File: src/rtl/core_fetch_redirect_ctrl.sv
// Fetch sequencer: owns the PC, keeps at most one imem request in flight,
// squashes wrong-path responses on redirect and holds one word under stall.
module core_fetch_redirect_ctrl #(
  parameter int                    DATA_WIDTH   = 32,
  parameter logic [DATA_WIDTH-1:0] RESET_PC     = '0,
  parameter int                    FLUSH_CYCLES = 1
) (
  input  logic                  clk_i,
  input  logic                  rstn_i,
  input  logic                  stall_i,
  input  logic                  br_valid_i,
  input  logic                  branch_i,
  input  logic                  jump_i,
  input  logic [DATA_WIDTH-1:0] brj_pc_i,
  output logic                  imem_req_o,
  output logic [DATA_WIDTH-1:0] imem_addr_o,
  input  logic                  imem_gnt_i,
  input  logic                  imem_rvalid_i,
  input  logic [DATA_WIDTH-1:0] imem_rdata_i,
  output logic                  instr_valid_o,
  output logic [DATA_WIDTH-1:0] instr_o,
  output logic [DATA_WIDTH-1:0] instr_pc_o,
  output logic                  flush_o,
  output logic [DATA_WIDTH-1:0] pc_o
);

  typedef enum logic [1:0] {S_IDLE, S_REQ, S_RESP, S_DROP} state_t;

  typedef struct packed {
    logic [DATA_WIDTH-1:0] pc;
    logic [DATA_WIDTH-1:0] word;
  } slot_t;

  localparam logic [2:0] FLUSH_LD = 3'(FLUSH_CYCLES);

  state_t                state_q, state_d;
  logic [DATA_WIDTH-1:0] pc_q, pc_d;
  logic [DATA_WIDTH-1:0] req_pc_q, req_pc_d;
  slot_t                 out_q, out_d;
  slot_t                 skid_q, skid_d;
  slot_t                 rsp;
  logic                  out_vld_q, out_vld_d;
  logic                  skid_vld_q, skid_vld_d;
  logic [2:0]            flush_cnt_q, flush_cnt_d;
  logic                  redir, gnt_eff, deliver;
  logic [DATA_WIDTH-1:0] target, pc_inc;
  logic                  unused_brj_lsb;

  assign redir          = br_valid_i & (branch_i | jump_i) & ~stall_i;
  assign target         = {brj_pc_i[DATA_WIDTH-1:2], 2'b00};
  assign unused_brj_lsb = ^brj_pc_i[1:0];
  assign pc_inc         = pc_q + DATA_WIDTH'(4);

  // A full skid buffer blocks new requests, so a delivery never meets a full skid.
  assign imem_req_o = (state_q == S_REQ) & ~skid_vld_q;
  assign gnt_eff    = imem_req_o & imem_gnt_i;

  assign rsp.pc   = req_pc_q;
  assign rsp.word = imem_rdata_i;

  always_comb begin
    state_d  = state_q;
    pc_d     = pc_q;
    req_pc_d = req_pc_q;
    deliver  = 1'b0;
    case (state_q)
      S_IDLE: state_d = S_REQ;
      S_REQ: begin
        if (gnt_eff) begin
          if (redir) begin
            state_d = S_DROP;
          end else begin
            state_d  = S_RESP;
            pc_d     = pc_inc;
            req_pc_d = pc_q;
          end
        end
      end
      S_RESP: begin
        if (imem_rvalid_i) begin
          state_d = S_REQ;
          deliver = ~redir;
        end else if (redir) begin
          state_d = S_DROP;
        end
      end
      S_DROP: begin
        if (imem_rvalid_i) state_d = S_REQ;
      end
      default: state_d = S_IDLE;
    endcase
    if (redir) pc_d = target;
  end

  always_comb begin
    out_d      = out_q;
    out_vld_d  = out_vld_q;
    skid_d     = skid_q;
    skid_vld_d = skid_vld_q;
    if (redir) begin
      out_vld_d  = 1'b0;
      skid_vld_d = 1'b0;
    end else if (!stall_i) begin
      if (skid_vld_q) begin
        out_d      = skid_q;
        out_vld_d  = 1'b1;
        skid_vld_d = 1'b0;
      end else if (deliver) begin
        out_d     = rsp;
        out_vld_d = 1'b1;
      end else begin
        out_vld_d = 1'b0;
      end
    end else if (deliver) begin
      // Under stall an empty output slot may still be filled directly.
      if (out_vld_q) begin
        skid_d     = rsp;
        skid_vld_d = 1'b1;
      end else begin
        out_d     = rsp;
        out_vld_d = 1'b1;
      end
    end
  end

  always_comb begin
    flush_cnt_d = flush_cnt_q;
    if (redir)                   flush_cnt_d = FLUSH_LD;
    else if (flush_cnt_q != '0)  flush_cnt_d = flush_cnt_q - 3'd1;
  end

  always_ff @(posedge clk_i) begin
    if (!rstn_i) begin
      state_q     <= S_IDLE;
      pc_q        <= RESET_PC;
      req_pc_q    <= '0;
      out_q       <= '0;
      out_vld_q   <= 1'b0;
      skid_q      <= '0;
      skid_vld_q  <= 1'b0;
      flush_cnt_q <= '0;
    end else begin
      state_q     <= state_d;
      pc_q        <= pc_d;
      req_pc_q    <= req_pc_d;
      out_q       <= out_d;
      out_vld_q   <= out_vld_d;
      skid_q      <= skid_d;
      skid_vld_q  <= skid_vld_d;
      flush_cnt_q <= flush_cnt_d;
    end
  end

  assign imem_addr_o   = pc_q;
  assign pc_o          = pc_q;
  assign instr_valid_o = out_vld_q;
  assign instr_o       = out_q.word;
  assign instr_pc_o    = out_q.pc;
  assign flush_o       = (flush_cnt_q != '0);

endmodule

File: config.mk
export PLATFORM = sky130hd
export DESIGN_NAME = core_fetch_redirect_ctrl
export DESIGN_NICKNAME = d
export VERILOG_FILES = /design/src/rtl/core_fetch_redirect_ctrl.sv
export SDC_FILE = /design/constraint.sdc
export NUM_CORES = 1
export LEC_CHECK = 0
export ABC_AREA = 1
export CORE_ASPECT_RATIO = 1.4
export CORE_UTILIZATION = 30
export CTS_CLUSTER_SIZE = 10
export DETAILED_ROUTE_END_ITERATION = 8
export GPL_ROUTABILITY_DRIVEN = 1
export PLACE_DENSITY = 0.62
export SYNTH_ARGS = -nofsm -noshare
export SYNTH_HDL_FRONTEND = slang
export SYNTH_SLANG_ARGS = --single-unit
File: constraint.sdc
create_clock -name clk_i -period 1.8 [get_ports clk_i]
set_clock_uncertainty 0.05 [all_clocks]
set_input_delay 0.36 -clock clk_i [delete_from_list [all_inputs] [get_ports clk_i]]
set_output_delay 0.36 -clock clk_i [all_outputs]
set_load 0.005 [all_outputs]
==> results.yml <==
outcome:
  status: "complete, no violations"
routing:
  dr.pass1.iters: 4
  drcViolationCount: 0
  vias: 8554
  finalWirelength_um: 26410
  drtIter0Drc: 432
  via_per_inst: 4.674
  drtAntennaViolNets: 0
  drt-wirelength-per-cell_um: 14.43
cts:
  cts-root-buf: "clkbuf_16"
  cts_tree: "built"
  clockBufferDepth: 2
  htree_levels: 4
  path_clk_slew_ps: 70
  clock_sinks: 191
  clock_latency_ps: 430
  numCtsBuffers: 17
yosys:
  yosys_warnings: 0
  muxShareOfSynthArea_pct: 0
  yosysUniqueCellTypes: 37
  yosysTopAreaCellShare_pct: 42.15
  synth_area_sq_um: 9071
  syn_inst: 1274
  ys_top_cells_by_area: "dfxtp_1, nand2_1, o21ai_0"
  synth_compound_area_share_pct: 20.26
  ys_seq_area_share_pct: 42.15
  synthAdderAreaFrac_pct: 0.8276
  synth_simple_gate_area_share_pct: 22.80
  avgSynthCellArea_sq_um: 7.120
  synth_seq_cells: 191
  synth_largest_area_cell: "dfxtp_1"
  synth_top_family_by_area: "simple AND/OR/NAND/NOR gates"
  synthXorXnorAreaFrac_pct: 0.4828
sta:
  timing.fmax_mhz: 564.0
  tns_ps: 0
  hold_viol_final: 0
  holdWs_ps: 386.7
  grt_setup_unrepaired: "yes"
  fin_crit_ps: 1773
  drv_slew: 0
  setup_viol: 0
  period_share_pct: 98.51
critical_path:
  path_delay_family: "buffers and inverters"
  critPathLaunch: "imem_addr_o[23]"
  crit_arrival_ps: 1360
  crit_buf_inv: 1
  cp_max_fo: 6
  worstSetupEndpointType: "output pin"
  reg2reg_from: "state_q[1]"
  cp-start-kind: "flop"
  critPathMaxStageDelay_ps: 520
  required_ps: 1390
  cp_slowest_cell: "clkdlybuf4s50_1"
  path_class: "flop to output pin"
  crit_chain: "clkdlybuf4s50_1"
global_route:
  grt_max_degree: 78
  antenna_found_initial: 0
  grt_pass1_wl_um: 41700
  grt_pass1_vias: 7975
  grt_use_total_pct: 17.13
  gr-total-overflow: 0
worst_hold_path:
  hold_class: "primary input to flop"
  hp-start: "rstn_i"
die:
  coreArea_sq_um: 29840
  die-height_um: 207.7
  dieWidth_um: 149.0
  placementRows: 75
  ios: 203
  start_util_pct: 30.40
  die_area_sq_um: 30950
cells_and_area:
  fin_cells: 1830
  syn2layout_area_growth_pct: 34.29
  design_area_sq_um: 12180
  seqCellArea_sq_um: 3918
  final_common_cell: "nand2_1"
  final_cell_mix: "nand2_1, clkdlybuf4s50_1, o21ai_0"
  layout.nets: 1511
  fin_util_pct: 40.82
  multi_input_area_sq_um: 4106
  drive_above_1_share_pct: 12.25
  antennaDiodeCount: 0
  fillCellCount: 3106
placement:
  placed_cell_area_sq_um: 11410
  globalplace.congestion: 0.8458
  dp_cells: 1791
  io_buffers: 194
  hpwl_um: 18690
power_and_ir_drop:
  p_leak_nw: 4.468
  p_per_area_nw_per_um2: 915.0
  irDropWorstVdd_v: 0.0005443
run:
  max_cap_violations: 0
-- synth_stat cells, drive strengths merged --
cell type,count
a21oi,158
xor2,3
nand2,253
xnor2,2
nand3b,3
ha,6
o21a,1
buf,83
and3,1
nor3b,1
nand3,99
conb,1
o21ai,170
o211ai,2
dfxtp,191
nor3,13
a22oi,4
nand4,4
nor2,93
inv,141
a31oi,4
clkbuf,32
a211oi,9
-- cell families after synthesis --
group	after synthesis
flops	191
fa+ha+maj	6
simple gates	467
compound gates	348
other cells	1
buf+inv	256
xor+xnor	5
-- sequential cells by signal, indices dropped and copies added, names as in the netlist --
| signal | cells |
|---|---|
| skid_vld_q | 1 |
| state_q | 2 |
| imem_addr_o | 30 |
| req_pc_q | 30 |
| instr_valid_o | 1 |
| flush_cnt_q | 3 |
| instr_pc_o | 30 |
| instr_o | 32 |
| skid_q | 62 |
-- power by group --
group | switching [mW] | internal, mW | leakage (nW)
clock | 1.64 | 2.16 | 0.272
combinational | 1.35 | 1.22 | 2.63
sequential | 0.256 | 4.52 | 1.57
total | 3.25 | 7.90 | 4.47
-- path summary, 6_finish.rpt --
path                                         to  slack, ps  cells after the start
worst max-delay path                   pc_o[23]         30                      1
worst min register to register       skid_q[23]        390                      2
worst max register to register  imem_addr_o[28]         90                     12
worst min-delay path            imem_addr_o[29]        390                      4
-- per-stage QoR --
stage                     power [mW]  setup slack [ps]
final                          11.15             26.80
after global routing           11.70            -13.63
after detailed placement       7.371            -290.4
after global placement         7.326            -241.4
after CTS                      11.21            0.9861
after floorplan                6.224             326.4
-- routing by layer --
layer,part of all wire (%),GRT usage (%),vias up
li1,-,-,4429
met1,44,21.18,3909
met2,49,29.56,186
met3,4.2,2.549,30
met4,2.3,6.510,0
met5,0,0,-
-- timing repair --
item | in CTS | in global routing
setup buffers | 5 | 3
hold buffers | 0 | 0
endpoints found under the setup margin | 61 | 31
pin swaps | 1 | 0
resized for setup | 67 | 27
-- area by class of cell --
cell class,count,share of cell area [%]
Clock inverter,8,0.8833
Multi-Input combinational cell,832,33.71
Clock buffer,23,3.924
Inverter,141,4.355
Tap cell,385,3.954
Timing Repair Buffer,250,21.01
Sequential cell,191,32.16
Power figures use the tool's default switching activity.
